<file path="src/rtl/tff_seq_pkg.sv">
// tff_seq_pkg: op encodings and controller state type; STEP exists only with TFF_STEP_EN.
package tff_seq_pkg;
    localparam logic [1:0] OP_LOAD = 2'd0;
    localparam logic [1:0] OP_INC  = 2'd1;
    localparam logic [1:0] OP_CLR  = 2'd2;
    localparam logic [1:0] OP_INV  = 2'd3;
`ifdef TFF_STEP_EN
    typedef enum logic [1:0] {IDLE, APPLY, CHECK, STEP} state_t;
`else
    typedef enum logic [1:0] {IDLE, APPLY, CHECK} state_t;
`endif
endpackage

</file>
<file path="src/rtl/tff_mask_gen.sv">
// tff_mask_gen: toggle mask and INC wrap flag from op, current bank value and LOAD data.
module tff_mask_gen
    import tff_seq_pkg::*;
#(
    parameter int WIDTH = 8
) (
    input  logic [1:0]       op,
    input  logic [WIDTH-1:0] q,
    input  logic [WIDTH-1:0] data,
    output logic [WIDTH-1:0] mask,
    output logic             wrap
);
    logic [WIDTH:0] inc;
    assign inc  = {1'b0, q} + (WIDTH+1)'(1);
    assign mask = op == OP_LOAD ? data ^ q
                : op == OP_INC  ? q ^ inc[WIDTH-1:0]
                : op == OP_CLR  ? q
                : '1;
    assign wrap = op == OP_INC && inc[WIDTH];
endmodule

</file>
<file path="src/rtl/tff_seq_ctrl.sv">
// tff_seq_ctrl: command sequencer driving a T flip-flop bank and verifying its readback.
// TFF_STEP_EN: LOAD/CLR/INV toggle one bit per cycle through a STEP state.
module tff_seq_ctrl
    import tff_seq_pkg::*;
#(
    parameter int WIDTH = 8
) (
    input  logic             clk,
    input  logic             reset,
    input  logic             cmd_valid,
    output logic             cmd_ready,
    input  logic [1:0]       cmd_op,
    input  logic [WIDTH-1:0] cmd_data,
    output logic [WIDTH-1:0] t_out,
    input  logic [WIDTH-1:0] q_in,
    output logic             done,
    output logic             wrap,
    output logic             err
);
    state_t           state;
    logic [WIDTH-1:0] expected, mask_nxt;
    logic             wrap_pending, wrap_nxt;

    tff_mask_gen #(.WIDTH(WIDTH)) u_mask (
        .op   (cmd_op),
        .q    (q_in),
        .data (cmd_data),
        .mask (mask_nxt),
        .wrap (wrap_nxt)
    );

    assign cmd_ready = state == IDLE;
    assign done      = state == CHECK;
    assign wrap      = done && wrap_pending;

`ifdef TFF_STEP_EN
    localparam int IW = $clog2(WIDTH);
    localparam logic [IW-1:0] LAST = IW'(WIDTH-1);
    logic [WIDTH-1:0] mask;
    logic [IW-1:0]    idx, nxt;
    assign nxt = idx + IW'(1);
`endif

    always_ff @(posedge clk) begin
        if (reset) begin
            state        <= IDLE;
            t_out        <= '0;
            expected     <= '0;
            wrap_pending <= 1'b0;
            err          <= 1'b0;
`ifdef TFF_STEP_EN
            mask         <= '0;
            idx          <= '0;
`endif
        end else begin
            case (state)
                IDLE: if (cmd_valid) begin
                    expected     <= q_in ^ mask_nxt;
                    wrap_pending <= wrap_nxt;
`ifdef TFF_STEP_EN
                    mask         <= mask_nxt;
                    idx          <= '0;
                    state        <= cmd_op == OP_INC ? APPLY : STEP;
                    t_out        <= cmd_op == OP_INC ? mask_nxt : {{(WIDTH-1){1'b0}}, mask_nxt[0]};
`else
                    state        <= APPLY;
                    t_out        <= mask_nxt;
`endif
                end
                APPLY: begin
                    state <= CHECK;
                    t_out <= '0;
                end
                CHECK: begin
                    state <= IDLE;
                    err   <= err | (q_in != expected);
                end
`ifdef TFF_STEP_EN
                // one bank bit per cycle keeps simultaneous switching to a single flop
                STEP: if (idx == LAST) begin
                    state <= CHECK;
                    t_out <= '0;
                end else begin
                    idx   <= nxt;
                    t_out <= WIDTH'(mask[nxt]) << nxt;
                end
`endif
                default: state <= IDLE;
            endcase
        end
    end
endmodule
</file>
<file path="config.mk">
export PLATFORM = sky130hd
export DESIGN_NAME = tff_seq_ctrl
export DESIGN_NICKNAME = d
export VERILOG_FILES = /design/src/rtl/tff_seq_pkg.sv /design/src/rtl/tff_mask_gen.sv /design/src/rtl/tff_seq_ctrl.sv
export SDC_FILE = /design/constraint.sdc
export NUM_CORES = 1
export LEC_CHECK = 0
export BUFFER_PORTS_ARGS = -buffer_cell sky130_fd_sc_hd__buf_4
export CAP_MARGIN = 20
export CORE_UTILIZATION = 50
export CTS_BUF_LIST = sky130_fd_sc_hd__clkbuf_8
export DETAILED_ROUTE_END_ITERATION = 8
export GPL_TIMING_DRIVEN = 1
export PLACE_DENSITY = 0.76
export SETUP_SLACK_MARGIN = 0.3
export SLEW_MARGIN = 20
export SYNTH_ARGS = -nofsm -noshare
export SYNTH_HDL_FRONTEND = slang
export SYNTH_SLANG_ARGS = --single-unit
</file>
<file path="constraint.sdc">
create_clock -name clk -period 2 [get_ports clk]
set_clock_uncertainty 0.1 [all_clocks]
set_input_delay 0.2 -clock clk [delete_from_list [all_inputs] [get_ports clk]]
set_output_delay 0.2 -clock clk [all_outputs]
set_load 0.005 [all_outputs]
</file>
==> impl_metrics.py, run 1 <==
metrics = {
    "status": {
        "status": "finished, final reports clean",
    },
    "routing": {
        "wl_per_cell_um": 14.7,
        "highest_layer": "met4",
        "route.met3.wl_um": 172,
        "wl_met1_mm": 1.29,
        "drc": 0,
        "drt_pass1_iterations": 4,
        "viasPerCell": 5.88,
        "dr_wl_met2_mm": 1.53,
        "totalWireLength_mm": 3.05,
        "drtIter0Drc": 19,
        "vias": 1217,
        "antenna_left": 0,
    },
    "grt": {
        "grt_max_degree": 29,
        "grt_pass1_vias": 1105,
        "grt_pass1_wl_mm": 4.80,
        "globalRouteTotalUtil_pct": 24.0,
        "globalRoute.totalOverflow": 0,
        "antenna_found_initial": 0,
    },
    "timing": {
        "setup_viol": 0,
        "finalHoldViolCount": 0,
        "period_needed_ns": 1.51,
        "setup_tns_ns": 0,
        "rsz0062_at_grt": "false",
        "clock.fmax_mhz": 660,
        "holdWs_ns": 0.151,
        "drv_slew": 0,
        "tightest_slew_ns": 0.488,
        "relSlewSlack_pct": 67.3,
        "period_share_pct": 75.7,
    },
    "cts": {
        "worstSkewPairLatency_ns": 0.26,
        "cts_sinks": 20,
        "htree_levels": 1,
        "cts_buffer_depth": 2,
        "clk_pin_slew_ns": 0.08,
        "clockRootBuffer": "clkbuf_8",
        "cts-buffers-inserted": 3,
        "cts_tree": "built",
    },
    "synth": {
        "ys_warn_count": 0,
        "synth_flop_cell": "dfxtp_1",
        "ys_ff_latch": 20,
        "async_flop_share_pct": 0,
        "ys_seq_area_share_pct": 31.5,
        "synth.distinct_cells": 43,
        "synth_edf_count": 0,
        "synth_nets": 175,
        "syn-mean-instance-area_um2": 8.31,
        "syn-instance-count": 153,
        "synth_area_mm2": 0.00127,
    },
    "floorplan": {
        "start_util_pct": 55.3,
        "core_area_mm2": 0.00230,
        "ios": 33,
        "row_count": 17,
        "die_h_um": 52.4,
        "fp.dieArea_mm2": 0.00275,
        "die_x_um": 52.4,
    },
    "setup_path": {
        "critPathMaxStageDelay_ns": 0.48,
        "crit_path_max_fanout": 9,
        "cp_data_arrival_time_ns": 1.59,
        "crit_type": "reg2reg",
        "cpMaxStageDelayCell": "or3b_4",
        "required_ns": 2.08,
        "worst-path-buf-inv": 0,
        "cp_cell_sequence": "or3b_4 -> nor2_8 -> o311ai_1 -> o22ai_1",
        "end_kind": "flip-flop",
        "crit_family": "simple AND/OR/NAND/NOR gates",
        "startpoint_type": "flip-flop",
    },
    "placement": {
        "hpwl_mm": 2.24,
        "place_congestion": 0.868,
        "portBuffers": 32,
    },
    "layout": {
        "multiInputGateArea_um2": 810,
        "seqCellArea_um2": 400,
        "fin_nets": 202,
        "drive_above_1_share_pct": 25.7,
        "most-common-layout-cells": "buf_4, dfxtp_1, nand2_1",
        "mostFrequentLayoutCell": "buf_4",
        "n_antenna_cell": 0,
        "layout-area-overhead-vs-synth_pct": 23.9,
        "fill_cells": 209,
    },
    "pwr": {
        "leakage_nw": 0.665,
        "power_density_mw_per_mm2": 702,
        "ir_worst_vdd_uv": 500,
    },
    "min_path": {
        "min_path_type": "in2reg",
    },
    "run": {
        "maxCapViolations": 0,
    },
}
## synthesized netlist by cell type, types with 4 or more instances
master     number  area [um^2]
o21ai_0         6         30.0
nor2b_1        10         62.6
nor2_1         12         45.0
nand2_1        13         48.8
dfxtp_1        20          400
a31oi_1         7         43.8
xor2_1          4         35.0
a2bb2oi_1       5         43.8
nor3_1          4         20.0
clkbuf_1        4         15.0
xnor2_1        10         87.6
buf_2           6         30.0
## per-layer routing
layer	up-vias	GRT usage [%]
li1	599	-
met1	562	28.5
met2	50	42.4
met3	6	3.19
met4	0	10.1
met5	-	0
## worst reg2reg max path, delay by kind of cell (launching register included)
family,cells,cell delay [ns]
simple gates,2,0.64
flops,1,0.36
compound gates,2,0.35
## kinds of logic (layout without fill, tap and decap cells)
logic type               Yosys count  in the layout  share of synthesized area, %
XOR/XNOR                          14             14                          9.65
flip-flops                        20             20                          31.5
adder cells (fa/ha/maj)            1              1                         0.984
buffers and inverters             13             39                          5.02
AO/OA/AOI/OAI                     38             38                          21.7
AND/OR/NAND/NOR                   65             65                          29.1
multiplexers                       2              2                          2.07
## path summary, 6_finish.rpt
path / slack (ns) / endpoint / start / cells past startpoint
worst max-delay path: 0.49 / expected[1]$_SDFFE_PP0P_ / state[1]$_SDFFE_PP0P_ / 4
worst min-delay path: 0.15 / err$_SDFFE_PP0P_ / reset / 2
worst max register to register: 0.49 / expected[1]$_SDFFE_PP0P_ / state[1]$_SDFFE_PP0P_ / 4
worst min register to register: 0.34 / t_out[0]$_SDFFE_PP0P_ / t_out[0]$_SDFFE_PP0P_ / 2
## repair_timing
item | in CTS | in global routing
endpoints found under the setup margin | 0 | 1
hold buffers | 0 | 0
buffers inserted | 0 | 0
gates resized for setup | 0 | 1
## cell type report
class                           instances  area share [%]
Clock buffer                            3            2.62
Clock inverter                          1            1.91
Inverter                                1           0.238
Multi-Input combinational cell        120            51.4
Sequential cell                        20            25.4
Tap cell                               28            2.22
Timing Repair Buffer                   34            16.2
## flip-flops by register name, summed over array words and instances (netlist names)
register / flops
expected: 8
t_out: 8
state: 2
err: 1
wrap_pending: 1
## through the flow
step | cells | worst slack, ns | instance area (um^2) | total power [mW] | utilization, %
detailed placement | 203 | 0.394 | 1500 | 0.708 | 65.4
global route | 207 | 0.393 | 1580 | 1.15 | 68.6
global placement | 203 | 0.441 | 1500 | 0.701 | 65.4
CTS | 207 | 0.369 | 1570 | 1.11 | 68.5
finish | 207 | 0.485 | 1580 | 1.11 | 68.6
floorplan | 153 | 0.503 | 1270 | 0.614 | -
## report_power, final
group          switching [mW]  total, mW  internal [mW]
clock network           0.135      0.402          0.267
registers              0.0193      0.447          0.428
logic                   0.125      0.256          0.131
total                   0.280       1.11          0.826
(Power assumes the default switching activity.)
==> inputs of run 2 (changes only) <==
--- a/config.mk
+++ b/config.mk
@@ -5,6 +5,7 @@
 export SDC_FILE = /design/constraint.sdc
 export NUM_CORES = 1
 export LEC_CHECK = 0
+export ABC_AREA = 1
 export BUFFER_PORTS_ARGS = -buffer_cell sky130_fd_sc_hd__buf_4
 export CAP_MARGIN = 20
 export CORE_UTILIZATION = 50
==> constraint.sdc (replaced) <==
create_clock -name clk -period 1.5 [get_ports clk]
set_clock_uncertainty 0.1 [all_clocks]
set_input_delay 0.15 -clock clk [delete_from_list [all_inputs] [get_ports clk]]
set_output_delay 0.15 -clock clk [all_outputs]
set_load 0.005 [all_outputs]
==> run 2 against run 1 <==
Against the previous run: first-iteration DRC count increased by 130%; power increased by 29%; setup slack got worse by 0.29 ns; critical endpoint is now cmd_ready; largest power group unchanged.
==> impl_metrics.py, run 2 <==
metrics = {
    "status": {
        "status": "finished, final reports clean",
    },
    "pwr": {
        "switching_share_pct": 30.2,
        "combinationalPowerShare_pct": 28.9,
        "leakage_nw": 0.817,
        "power_density_mw_per_mm2": 817,
        "p_seq_share_pct": 42.4,
        "ir_worst_vdd_uv": 476,
        "clkPwrFrac_pct": 28.7,
        "p_int_mw": 0.998,
        "switchingPower_mw": 0.432,
        "finalPower_mw": 1.43,
    },
    "timing": {
        "rsz0062_at_grt": "true",
        "holdWs_ns": 0.0592,
        "clock.fmax_mhz": 765,
        "relSlewSlack_pct": 66.9,
        "tightest_slew_ns": 0.495,
        "setup_viol": 0,
        "period_share_pct": 87.1,
        "finalHoldViolCount": 0,
        "drv_slew": 0,
        "period_needed_ns": 1.31,
        "fin_ws_ns": 0.193,
        "setup_tns_ns": 0,
    },
    "layout": {
        "top_regs": "expected: 8 flops, t_out: 8 flops, state: 2 flops",
        "most-common-layout-cells": "nand2_1, buf_4, inv_1",
        "drive_above_1_share_pct": 29.4,
        "fin_nets": 261,
        "final_cells": 266,
        "mostFrequentLayoutCell": "nand2_1",
        "layout-area-overhead-vs-synth_pct": 37.8,
        "n_antenna_cell": 0,
    },
    "setup_path": {
        "cp_cell_sequence": "nor2_4 -> buf_4 -> buf_6 -> buf_6",
        "timing.rr.start": "state[0]$_SDFFE_PP0P_",
        "reg2reg_to": "t_out[5]$_SDFFE_PP0P_",
        "critPathMaxStageDelay_ns": 0.35,
        "startpoint": "state[1]$_SDFFE_PP0P_",
        "cp.depth": 4,
        "crit_type": "reg2out",
        "crit_path_end": "cmd_ready",
        "crit_family": "flip-flops",
        "r2r_cells": 7,
        "crit_path_max_fanout": 2,
        "timing.critical_path.mode_cell": "buf_6",
        "required_ns": 1.25,
        "end_kind": "primary output",
        "cp_data_arrival_time_ns": 1.06,
        "rrSetupSlack_ns": 0.22,
        "startpoint_type": "flip-flop",
        "worst-path-buf-inv": 3,
        "cpMaxStageDelayCell": "dfxtp_2",
    },
    "grt": {
        "grt_pass1_vias": 1309,
        "grt_pass1_wl_mm": 5.64,
        "globalRouteTotalUtil_pct": 28.0,
        "antenna_found_initial": 0,
        "globalRoute.totalOverflow": 0,
        "grt_max_degree": 12,
    },
    "cts": {
        "worstSkewPairLatency_ns": 0.25,
        "cts_sinks": 20,
        "clockRootBuffer": "clkbuf_8",
        "cts_tree": "built",
        "cts_buffer_depth": 2,
        "clk_pin_slew_ns": 0.07,
        "htree_levels": 1,
        "cts-buffers-inserted": 3,
        "ctsHoldBuffers": 0,
    },
    "synth": {
        "async_flop_share_pct": 0,
        "synth_nets": 222,
        "synth_area_mm2": 0.00127,
        "synth.area.top_cells": "dfxtp_1, nand2_1, nand3_1, o21ai_1, inv_1",
        "synth_edf_count": 0,
        "synth.distinct_cells": 28,
        "syn-mean-instance-area_um2": 6.36,
        "synth_top_area_share_pct": 31.5,
        "synthTopCellsByCount": "nand2_1, nand3_1, dfxtp_1, inv_1, o21ai_1",
        "ys_warn_count": 0,
        "ys_ff_latch": 20,
        "syn-instance-count": 200,
        "ys_seq_area_share_pct": 31.5,
        "synth_flop_cell": "dfxtp_1",
        "synth.largest_area_cell": "dfxtp_1",
        "yosys.cell_count.top_type": "nand2_1",
    },
    "floorplan": {
        "die_x_um": 52.4,
        "start_util_pct": 55.3,
        "die_h_um": 52.4,
        "row_count": 17,
        "fp.dieArea_mm2": 0.00275,
        "ios": 33,
        "core_area_mm2": 0.00230,
    },
    "routing": {
        "totalWireLength_mm": 3.79,
        "wl_per_cell_um": 14.3,
        "viasPerCell": 5.52,
        "drc": 0,
        "vias": 1469,
        "drt_pass1_iterations": 4,
        "drtIter0Drc": 43,
        "antenna_left": 0,
    },
    "placement": {
        "dp.cells": 254,
        "portBuffers": 32,
        "dpl_worst_slack_ns": 0.194,
        "place_congestion": 0.884,
        "hpwl_mm": 2.70,
    },
    "min_path": {
        "min_path_type": "in2reg",
        "hold_start": "reset",
    },
    "run": {
        "maxCapViolations": 0,
    },
}
## run 2: cell types whose count changed after synthesis, moves of 5 or more
cell	previous run	this run
a2bb2oi_1	5	0
a31oi_1	7	1
inv_1	1	20
nand2_1	13	57
nor2b_1	10	0
o21ai_1	0	16
nand3_1	3	26
## run 2: how the worst min path moves through the flow
| stage | endpoint | cells past startpoint |
|---|---|---|
| 3_3_place_gp | err$_SDFFE_PP0P_ | 2 |
| 5_1_grt | state[1]$_SDFFE_PP0P_ | 2 |
| 3_5_place_dp | err$_SDFFE_PP0P_ | 2 |
| 4_1_cts | err$_SDFFE_PP0P_ | 2 |
| 2_1_floorplan | t_out[0]$_SDFFE_PP0P_ | 2 |
| 6_report | state[1]$_SDFFE_PP0P_ | 2 |
## run 2: worst reg2reg max path, stage by stage (launching register included)
cell,delay (ns)
dfxtp_4,0.39
nor2_4,0.06
nand2_4,0.11
inv_6,0.06
nor2_4,0.18
clkbuf_16,0.19
nand3_2,0.05
o21ai_1,0.08
## run 2: cells by family (layout without fill, tap and decap cells)
| logic type | count (synthesis) | count (layout) | share of synthesized area [%] |
|---|---|---|---|
| AO/OA/AOI/OAI | 34 | 34 | 13.7 |
| flip-flops | 20 | 20 | 31.5 |
| adder cells (fa/ha/maj) | 1 | 1 | 0.984 |
| AND/OR/NAND/NOR | 110 | 110 | 39.8 |
| buffers and inverters | 29 | 67 | 9.94 |
| XOR/XNOR | 6 | 6 | 4.13 |
## run 2: per-layer routing
metal | wire length (um) | global-route usage (%) | vias to the layer above | share of wire (%)
li1 | - | - | 728 | -
met1 | 1660 | 35.7 | 671 | 44
met2 | 1810 | 48.1 | 58 | 48
met3 | 195 | 2.90 | 12 | 5.1
met4 | 123 | 10.5 | 0 | 3.2
met5 | 0 | 0 | - | 0
## run 2: cell type report
class,count,area [um^2]
multi-input cells,151,810
fillers,190,546
clock buffers,4,55.1
well taps,28,35.0
flip-flops and latches,20,407
inverters,23,91.3
repair buffers,40,354
## run 2: timing repair
action | CTS | global route
setup buffers | 5 | 2
setup endpoints to repair | 17 | 20
resized for setup | 5 | 19
gates cloned | 0 | 1
pin swaps | 4 | 7
## run 2: metrics by stage
step	util [%]	instance area (um^2)
2_1_floorplan	-	1280
5_1_grt	76.3	1750
6_report	76.3	1750
3_3_place_gp	65.7	1510
3_5_place_dp	65.7	1510
4_1_cts	71.5	1640
## run 2: power groups by stage
| stage | registers (mW) | clock network [mW] | logic [mW] |
|---|---|---|---|
| 2_1_floorplan | 0.609 | 0 | 0.212 |
| 3_3_place_gp | 0.611 | 0 | 0.327 |
| 3_5_place_dp | 0.613 | 0 | 0.340 |
| 4_1_cts | 0.601 | 0.413 | 0.373 |
| 5_1_grt | 0.611 | 0.436 | 0.455 |
| 6_report | 0.607 | 0.411 | 0.413 |
